<file path="config.mk">
export PLATFORM = sky130hd
export DESIGN_NAME = mem_access_sequencer_flat
export DESIGN_NICKNAME = d
export VERILOG_FILES = /design/src/rtl/drfa_pkg.sv /design/src/rtl/mem_access_sequencer_if.sv /design/src/rtl/mem_access_out_decode.sv /design/src/rtl/mem_access_sequencer.sv /design/src/flat_wrapper.sv
export SDC_FILE = /design/constraint.sdc
export NUM_CORES = 1
export LEC_CHECK = 0
export CORE_MARGIN = 5
export CORE_UTILIZATION = 49
export CTS_BUF_LIST = sky130_fd_sc_hd__clkbuf_4 sky130_fd_sc_hd__clkbuf_8
export CTS_CLUSTER_SIZE = 20
export DETAILED_ROUTE_END_ITERATION = 10
export MAX_ROUTING_LAYER = met4
export PLACE_DENSITY = 0.95
export SYNTH_ARGS = -nofsm -noshare
export SYNTH_HDL_FRONTEND = slang
export SYNTH_SLANG_ARGS = --single-unit
</file>
<file path="constraint.sdc">
create_clock -name clk -period 3.1 [get_ports clk]
set_input_delay 0.62 -clock clk [delete_from_list [all_inputs] [get_ports clk]]
set_output_delay 0.62 -clock clk [all_outputs]
set_load 0.1 [all_outputs]
</file>
<file path="src/rtl/drfa_pkg.sv">
// -----------------------------------------------------------------------------
// drfa_pkg
// Shared definitions for the memory-access sequencer used by the control unit
// for the `write` instruction family ([addr] <= R0).
//   - Default widths for the data bus, the immediate address and the register
//     selector
//   - Addressing-mode encodings, as decoded from the IR
//   - Sequencer state enumeration
//   - Index of R0, the fixed source (store) / destination (load) register
// Optional feature macro: MEM_ACCESS_SEQ_LOAD_EN (see mem_access_sequencer.sv).
// -----------------------------------------------------------------------------
package drfa_pkg;

  localparam int DATA_W_DEF = 8;
  localparam int ADDR_W_DEF = 8;
  localparam int SEL_W_DEF  = 3;

  // R0 is always the data register of the transfer.
  localparam int R0_IDX = 0;

  typedef enum logic [1:0] {
    MODE_IMM     = 2'd0,
    MODE_MEM_IND = 2'd1,
    MODE_REG     = 2'd2,
    MODE_REG_IND = 2'd3
  } mode_t;

  // Eight states fill the 3-bit encoding exactly. The FSM and the output
  // decoder still carry default branches (next state IDLE, all outputs low),
  // so widening the enum later cannot create a stuck state.
  typedef enum logic [2:0] {
    ST_IDLE      = 3'd0,
    ST_ADDR_IMM  = 3'd1,
    ST_DEREF_MEM = 3'd2,
    ST_ADDR_REG  = 3'd3,
    ST_LATCH_PTR = 3'd4,
    ST_ADDR_PTR  = 3'd5,
    ST_STORE     = 3'd6,
    ST_DONE      = 3'd7
  } state_t;

endpackage

</file>
<file path="src/rtl/mem_access_sequencer_if.sv">
// -----------------------------------------------------------------------------
// mem_access_sequencer_if
// Groups the control-unit handshake and the shared-bus control signals of the
// memory-access sequencer.
// Signals:
//   start, mode, imm, ry        request from the CU FSM (start sampled in IDLE)
//   rout_low                    low SEL_W bits of the register-file output
//   busy, done                  status (busy = not IDLE, done = 1-cycle pulse)
//   reg_ry_sel, reg_read_en     register-file read port, which drives the bus
//   cu_out_en, cu_out_data      the CU drives the zero-extended immediate
//   mar_write_en                MAR loads the bus
//   mem_read_en, mem_write_en   data memory drives / writes the bus at MAR
//   dir, reg_rx_sel, reg_write_en   only with MEM_ACCESS_SEQ_LOAD_EN
// Modports: master = CU / datapath side, slave = sequencer.
// -----------------------------------------------------------------------------
interface mem_access_sequencer_if #(
  parameter int DATA_W = 8,
  parameter int ADDR_W = 8,
  parameter int SEL_W  = 3
);

  logic              start;
  logic [1:0]        mode;
  logic [ADDR_W-1:0] imm;
  logic [SEL_W-1:0]  ry;
  logic [SEL_W-1:0]  rout_low;

  logic              busy;
  logic              done;
  logic [SEL_W-1:0]  reg_ry_sel;
  logic              reg_read_en;
  logic              cu_out_en;
  logic [DATA_W-1:0] cu_out_data;
  logic              mar_write_en;
  logic              mem_read_en;
  logic              mem_write_en;

`ifdef MEM_ACCESS_SEQ_LOAD_EN
  logic              dir;
  logic [SEL_W-1:0]  reg_rx_sel;
  logic              reg_write_en;
`endif

  modport master (
    output start, mode, imm, ry, rout_low,
`ifdef MEM_ACCESS_SEQ_LOAD_EN
    output dir,
    input  reg_rx_sel, reg_write_en,
`endif
    input  busy, done, reg_ry_sel, reg_read_en, cu_out_en, cu_out_data,
    input  mar_write_en, mem_read_en, mem_write_en
  );

  modport slave (
    input  start, mode, imm, ry, rout_low,
`ifdef MEM_ACCESS_SEQ_LOAD_EN
    input  dir,
    output reg_rx_sel, reg_write_en,
`endif
    output busy, done, reg_ry_sel, reg_read_en, cu_out_en, cu_out_data,
    output mar_write_en, mem_read_en, mem_write_en
  );

endinterface

</file>
<file path="src/rtl/mem_access_out_decode.sv">
// -----------------------------------------------------------------------------
// mem_access_out_decode
// Moore output decoder of the memory-access sequencer: turns the registered
// state plus the captured request fields into bus enables and selectors.
// Purely combinational; since every input is a register, the outputs change
// only after a clock edge or an asynchronous reset.
// Ports:
//   i_state          current sequencer state
//   i_imm            captured address immediate
//   i_ry             captured source-register field
//   i_ptr            register index latched in LATCH_PTR
//   i_dir            captured direction, 1 = load (MEM_ACCESS_SEQ_LOAD_EN only)
//   o_*              the status and bus-control outputs of the sequencer
// Optional feature macro: MEM_ACCESS_SEQ_LOAD_EN.
// -----------------------------------------------------------------------------
module mem_access_out_decode
  import drfa_pkg::*;
#(
  parameter int DATA_W = DATA_W_DEF,
  parameter int ADDR_W = ADDR_W_DEF,
  parameter int SEL_W  = SEL_W_DEF
) (
  input  state_t            i_state,
  input  logic [ADDR_W-1:0] i_imm,
  input  logic [SEL_W-1:0]  i_ry,
  input  logic [SEL_W-1:0]  i_ptr,
`ifdef MEM_ACCESS_SEQ_LOAD_EN
  input  logic              i_dir,
  output logic [SEL_W-1:0]  o_reg_rx_sel,
  output logic              o_reg_write_en,
`endif
  output logic              o_busy,
  output logic              o_done,
  output logic [SEL_W-1:0]  o_reg_ry_sel,
  output logic              o_reg_read_en,
  output logic              o_cu_out_en,
  output logic [DATA_W-1:0] o_cu_out_data,
  output logic              o_mar_write_en,
  output logic              o_mem_read_en,
  output logic              o_mem_write_en
);

  localparam logic [SEL_W-1:0] R0_SEL = SEL_W'(R0_IDX);

  always_comb begin
    o_busy         = 1'b0;
    o_done         = 1'b0;
    o_reg_ry_sel   = '0;
    o_reg_read_en  = 1'b0;
    o_cu_out_en    = 1'b0;
    o_cu_out_data  = '0;
    o_mar_write_en = 1'b0;
    o_mem_read_en  = 1'b0;
    o_mem_write_en = 1'b0;
`ifdef MEM_ACCESS_SEQ_LOAD_EN
    o_reg_rx_sel   = '0;
    o_reg_write_en = 1'b0;
`endif

    case (i_state)
      ST_IDLE: begin
      end

      // MAR <= zero-extended immediate. The upper bits stay at their zero
      // default, and the data is non-zero only while cu_out_en is high.
      ST_ADDR_IMM: begin
        o_busy                     = 1'b1;
        o_cu_out_en                = 1'b1;
        o_cu_out_data[ADDR_W-1:0]  = i_imm;
        o_mar_write_en             = 1'b1;
      end

      // MAR <= mem[MAR]: memory drives the bus while MAR reloads from it.
      ST_DEREF_MEM: begin
        o_busy         = 1'b1;
        o_mem_read_en  = 1'b1;
        o_mar_write_en = 1'b1;
      end

      ST_ADDR_REG: begin
        o_busy         = 1'b1;
        o_reg_ry_sel   = i_ry;
        o_reg_read_en  = 1'b1;
        o_mar_write_en = 1'b1;
      end

      // Ry is put on the bus only so its low bits (rout_low) can be captured
      // as the pointer; MAR is not written here.
      ST_LATCH_PTR: begin
        o_busy        = 1'b1;
        o_reg_ry_sel  = i_ry;
        o_reg_read_en = 1'b1;
      end

      ST_ADDR_PTR: begin
        o_busy         = 1'b1;
        o_reg_ry_sel   = i_ptr;
        o_reg_read_en  = 1'b1;
        o_mar_write_en = 1'b1;
      end

      ST_STORE: begin
        o_busy = 1'b1;
`ifdef MEM_ACCESS_SEQ_LOAD_EN
        if (i_dir) begin
          // Load: memory drives the bus, R0 takes it.
          o_mem_read_en  = 1'b1;
          o_reg_rx_sel   = R0_SEL;
          o_reg_write_en = 1'b1;
        end else begin
          o_reg_ry_sel   = R0_SEL;
          o_reg_read_en  = 1'b1;
          o_mem_write_en = 1'b1;
        end
`else
        o_reg_ry_sel   = R0_SEL;
        o_reg_read_en  = 1'b1;
        o_mem_write_en = 1'b1;
`endif
      end

      ST_DONE: begin
        o_busy = 1'b1;
        o_done = 1'b1;
      end

      default: begin
      end
    endcase
  end

endmodule

</file>
<file path="src/rtl/mem_access_sequencer.sv">
// -----------------------------------------------------------------------------
// mem_access_sequencer
// Multi-cycle sequencer for the `write` instruction family ([addr] <= R0).
// It computes the target address into MAR through the shared bus using one of
// four addressing modes and then stores R0 at that address:
//   IMM      ADDR_IMM -> STORE -> DONE                    (done 3 cycles after accept)
//   MEM_IND  ADDR_IMM -> DEREF_MEM -> STORE -> DONE       (4 cycles)
//   REG      ADDR_REG -> STORE -> DONE                    (3 cycles)
//   REG_IND  LATCH_PTR -> ADDR_PTR -> STORE -> DONE       (4 cycles)
// start is sampled only in IDLE; a pulse while busy or in DONE is dropped and
// is not remembered. mode/imm/ry (and dir) are captured when the request is
// accepted. Reset is asynchronous and active-low; an operation in flight is
// abandoned without writing memory.
// Ports:
//   clk     system clock
//   rst_n   asynchronous active-low reset
//   bus     mem_access_sequencer_if.slave: request, status and bus controls
// Optional feature macro: MEM_ACCESS_SEQ_LOAD_EN adds a load direction
// (dir = 1: R0 <= [addr]) with the reg_rx_sel/reg_write_en outputs.
// -----------------------------------------------------------------------------
module mem_access_sequencer
  import drfa_pkg::*;
#(
  parameter int DATA_W = DATA_W_DEF,
  parameter int ADDR_W = ADDR_W_DEF,
  parameter int SEL_W  = SEL_W_DEF
) (
  input logic                   clk,
  input logic                   rst_n,
  mem_access_sequencer_if.slave bus
);

  state_t            r_state;
  mode_t             r_mode;
  logic [ADDR_W-1:0] r_imm;
  logic [SEL_W-1:0]  r_ry;
  logic [SEL_W-1:0]  r_ptr;
`ifdef MEM_ACCESS_SEQ_LOAD_EN
  logic              r_dir;
`endif

  always_ff @(posedge clk or negedge rst_n) begin
    if (!rst_n) begin
      r_state <= ST_IDLE;
      r_mode  <= MODE_IMM;
      r_imm   <= '0;
      r_ry    <= '0;
      r_ptr   <= '0;
`ifdef MEM_ACCESS_SEQ_LOAD_EN
      r_dir   <= 1'b0;
`endif
    end else begin
      case (r_state)
        ST_IDLE: begin
          if (bus.start) begin
            r_mode <= mode_t'(bus.mode);
            r_imm  <= bus.imm;
            r_ry   <= bus.ry;
`ifdef MEM_ACCESS_SEQ_LOAD_EN
            r_dir  <= bus.dir;
`endif
            case (mode_t'(bus.mode))
              MODE_IMM, MODE_MEM_IND: r_state <= ST_ADDR_IMM;
              MODE_REG:               r_state <= ST_ADDR_REG;
              MODE_REG_IND:           r_state <= ST_LATCH_PTR;
              default:                r_state <= ST_IDLE;
            endcase
          end
        end

        // Both immediate modes share the first address phase; memory-indirect
        // then dereferences once more through the memory.
        ST_ADDR_IMM:
          r_state <= (r_mode == MODE_MEM_IND) ? ST_DEREF_MEM : ST_STORE;

        ST_DEREF_MEM: r_state <= ST_STORE;
        ST_ADDR_REG:  r_state <= ST_STORE;

        // Ry is on the bus this cycle; its low bits name the register that
        // holds the final address.
        ST_LATCH_PTR: begin
          r_ptr   <= bus.rout_low;
          r_state <= ST_ADDR_PTR;
        end

        ST_ADDR_PTR: r_state <= ST_STORE;
        ST_STORE:    r_state <= ST_DONE;
        ST_DONE:     r_state <= ST_IDLE;
        default:     r_state <= ST_IDLE;
      endcase
    end
  end

  mem_access_out_decode #(
    .DATA_W (DATA_W),
    .ADDR_W (ADDR_W),
    .SEL_W  (SEL_W)
  ) u_out_decode (
    .i_state        (r_state),
    .i_imm          (r_imm),
    .i_ry           (r_ry),
    .i_ptr          (r_ptr),
`ifdef MEM_ACCESS_SEQ_LOAD_EN
    .i_dir          (r_dir),
    .o_reg_rx_sel   (bus.reg_rx_sel),
    .o_reg_write_en (bus.reg_write_en),
`endif
    .o_busy         (bus.busy),
    .o_done         (bus.done),
    .o_reg_ry_sel   (bus.reg_ry_sel),
    .o_reg_read_en  (bus.reg_read_en),
    .o_cu_out_en    (bus.cu_out_en),
    .o_cu_out_data  (bus.cu_out_data),
    .o_mar_write_en (bus.mar_write_en),
    .o_mem_read_en  (bus.mem_read_en),
    .o_mem_write_en (bus.mem_write_en)
  );

endmodule

</file>
<file path="src/flat_wrapper.sv">
// flat-port wrapper written by rule: the top's interface ports become plain ports
module mem_access_sequencer_flat import drfa_pkg::*;
#(
  parameter int DATA_W = DATA_W_DEF,
  parameter int ADDR_W = ADDR_W_DEF,
  parameter int SEL_W  = SEL_W_DEF
)
  (clk, rst_n, bus_start, bus_mode, bus_imm, bus_ry, bus_rout_low, bus_busy, bus_done, bus_reg_ry_sel, bus_reg_read_en, bus_cu_out_en, bus_cu_out_data, bus_mar_write_en, bus_mem_read_en, bus_mem_write_en);
  mem_access_sequencer_if #(.DATA_W(DATA_W), .ADDR_W(ADDR_W), .SEL_W(SEL_W)) bus_i ();
  input logic clk;
  input logic rst_n;
  input wire logic [$bits(bus_i.start)-1:0] bus_start;
  input wire logic [$bits(bus_i.mode)-1:0] bus_mode;
  input wire logic [$bits(bus_i.imm)-1:0] bus_imm;
  input wire logic [$bits(bus_i.ry)-1:0] bus_ry;
  input wire logic [$bits(bus_i.rout_low)-1:0] bus_rout_low;
  output wire logic [$bits(bus_i.busy)-1:0] bus_busy;
  output wire logic [$bits(bus_i.done)-1:0] bus_done;
  output wire logic [$bits(bus_i.reg_ry_sel)-1:0] bus_reg_ry_sel;
  output wire logic [$bits(bus_i.reg_read_en)-1:0] bus_reg_read_en;
  output wire logic [$bits(bus_i.cu_out_en)-1:0] bus_cu_out_en;
  output wire logic [$bits(bus_i.cu_out_data)-1:0] bus_cu_out_data;
  output wire logic [$bits(bus_i.mar_write_en)-1:0] bus_mar_write_en;
  output wire logic [$bits(bus_i.mem_read_en)-1:0] bus_mem_read_en;
  output wire logic [$bits(bus_i.mem_write_en)-1:0] bus_mem_write_en;
  assign bus_i.start = bus_start;
  assign bus_i.mode = bus_mode;
  assign bus_i.imm = bus_imm;
  assign bus_i.ry = bus_ry;
  assign bus_i.rout_low = bus_rout_low;
  assign bus_busy = bus_i.busy;
  assign bus_done = bus_i.done;
  assign bus_reg_ry_sel = bus_i.reg_ry_sel;
  assign bus_reg_read_en = bus_i.reg_read_en;
  assign bus_cu_out_en = bus_i.cu_out_en;
  assign bus_cu_out_data = bus_i.cu_out_data;
  assign bus_mar_write_en = bus_i.mar_write_en;
  assign bus_mem_read_en = bus_i.mem_read_en;
  assign bus_mem_write_en = bus_i.mem_write_en;
  mem_access_sequencer #(.DATA_W(DATA_W), .ADDR_W(ADDR_W), .SEL_W(SEL_W)) u_core (.clk(clk), .rst_n(rst_n), .bus(bus_i));
endmodule
</file>
==> results.toml <==
[finish]
syn_to_final_growth_pct = 34.5
nets = 135
drive_above_1_share_pct = 36.5
stdcell_area_sq_mm = 0.00136
antenna_cells = 0

[grt]
grt_usage_pct = 15.2
antenna_found_initial = 0
grt_pass1_vias = 790
grt_overflow = 0
grt_pass1_wl_um = 3620
grt_max_degree = 20

[sta]
rsz0062_at_grt = "false"
fin_crit_ns = 2.45
tightest_slew_ns = 0.826
fin_tns_setup_ns = 0
setup_violations = 0
hold_viol = 0
max_freq_mhz = 408
drv_slew = 0
slew_headroom_pct = 44.7
fin_crit_sh_pct = 79.1
finClkSkew_ns = 0.00321

[route]
post-route-drc-count = 0
routed_wl_um = 2140
via_per_inst = 5.08
post_drt_wl_per_cell_um = 15.0
vias = 722
drt_iter0_drc = 15
firstDrtPassIters = 3
postRouteAntennaNets = 0

[logic_synthesis]
synth_fp_nets = 99
synthCells = 80
syn_avg_cell_area_sq_um = 12.6
synth_top_area_share_pct = 47.1
async_flop_share_pct = 100
yosysMostFrequentCell = "dfrtp_1"
synth_warnings = 0
synth_cell_types = 24
synth_area_leaders = "dfrtp_1, mux2_4, mux2_2"
ys_ff_latch = 19
synth.largest_area_cell = "dfrtp_1"
ys_top_cells_by_count = "dfrtp_1, mux2_4, and2_1, a22o_1, mux2_2"
yosysSeqAreaShare_pct = 47.1
synth_edf_count = 0
syn_area_sq_mm = 0.00101
synth_ff_type = "dfrtp_1"

[floorplanning]
die_x_um = 55.4
chipHeight_um = 55.4
ios = 37
core_area_sq_mm = 0.00196
floorplan.initialDensity_pct = 51.4
rows = 16
dieArea_sq_mm = 0.00307

[cts]
htreeDepth = 1
clkSinkCount = 19
cts_buffer_depth = 2
insertion_delay_ns = 0.29
cts_resized = 0
path_clk_slew_ns = 0.10
holdBufCountCts = 0
clock-root-buffer = "clkbuf_4"
tritoncts = "done"
cts_buffers = 3
post_cts_buffers = 0

[status]
status = "complete, no violations"

[placement]
postPlaceCellArea_sq_mm = 0.00133
port_buffers = 36
place.gp.congestion = 0.747
dpl.hpwl_um = 1690

[setup_path]
regToRegStartpoint = "u_core.r_state[0]"
worstReg2RegEnd = "u_core.r_imm[6]"
slowest_stage = "dfrtp_1"
reg2reg_setup_slack_ns = 1.36
path_cells = "nor2_1 > and2_1 > a22o_1 > buf_4"
critical_path.max_stage_delay_ns = 0.52
cp_num_cells = 4
crit_end = "bus_reg_ry_sel[2]"
crit_type = "register to primary output"
cp-end-kind = "primary output"
startpoint_type = "register"
required_ns = 2.48
cp_max_fo = 11
startpoint = "u_core.r_state[1]"
crit_buf_inv = 1
r2r_cells = 3
cp.arrival_ns = 1.83
crit_family = "simple AND/OR/NAND/NOR gates"

[run]
cap_violations = 0

[worst_hold_path]
min_path_type = "register to register"
## kinds of logic after synthesis
kind of cell	after synthesis	synth area share, %
flip-flops	19	47.1
buffers and inverters	7	4.96
AND/OR/NAND/NOR	26	17.2
multiplexers	16	21.6
XOR/XNOR	1	0.869
AO/OA/AOI/OAI	11	8.19
## layout make-up
class	instances	area [sq um]
repair buffers	36	315
flip-flops and latches	19	475
inverters	2	7.51
fillers	154	606
clock buffers	4	30.0
well taps	27	33.8
multi-input cells	54	494
## sequential cells by signal, indices dropped and copies added (netlist names)
| register | flops |
|---|---|
| u_core.r_imm | 8 |
| u_core.r_mode | 2 |
| u_core.r_ptr | 3 |
| u_core.r_ry | 3 |
| u_core.r_state | 3 |
## layer usage
layer  global-route usage (%)  up-vias  part of all wire (%)
met5                        -        -                     0
met4                     8.33        0                   2.1
met3                     3.03        4                   3.5
met2                     27.9       20                    55
met1                     14.7      349                    39
li1                         -      349                     -
## through the flow
stage          cells  utilization, %  hold WS (ns)  setup WS [ns]
2_1_floorplan     80               -         0.324          0.118
3_3_place_gp     138            67.6         0.486           1.04
3_5_place_dp     138            67.6         0.486          0.978
4_1_cts          142            69.1         0.516          0.635
5_1_grt          142            69.1         0.531          0.515
6_report         142            69.1         0.511          0.648
## cells in the final DEF, fill, tap and decap left out, types with 2 or more instances in the layout
cell type	count
mux2_2	6
inv_1	2
nor2_1	3
a22o_1	6
buf_4	18
a31oi_1	2
clkbuf_4	4
clkdlybuf4s50_1	18
a21oi_1	2
nand2_1	4
and2_1	9
mux2_4	10
nor2b_1	2
dfrtp_1	19
## worst min-delay path by stage
stage | from | endpoint | slack (ns) | depth (start not counted)
detailed placement | u_core.r_imm[3] | u_core.r_imm[3] | 0.49 | 1
finish | u_core.r_mode[1] | u_core.r_mode[1] | 0.51 | 1
global route | u_core.r_imm[3] | u_core.r_imm[3] | 0.53 | 1
global placement | u_core.r_imm[4] | u_core.r_imm[4] | 0.49 | 1
floorplan | rst_n | u_core.r_imm[0] | 0.32 | 0
CTS | u_core.r_imm[3] | u_core.r_imm[3] | 0.52 | 1
Power is left out: the tool's default activity adds up to more than one toggle a clock period on the data nets, which glitch-free logic cannot reach.
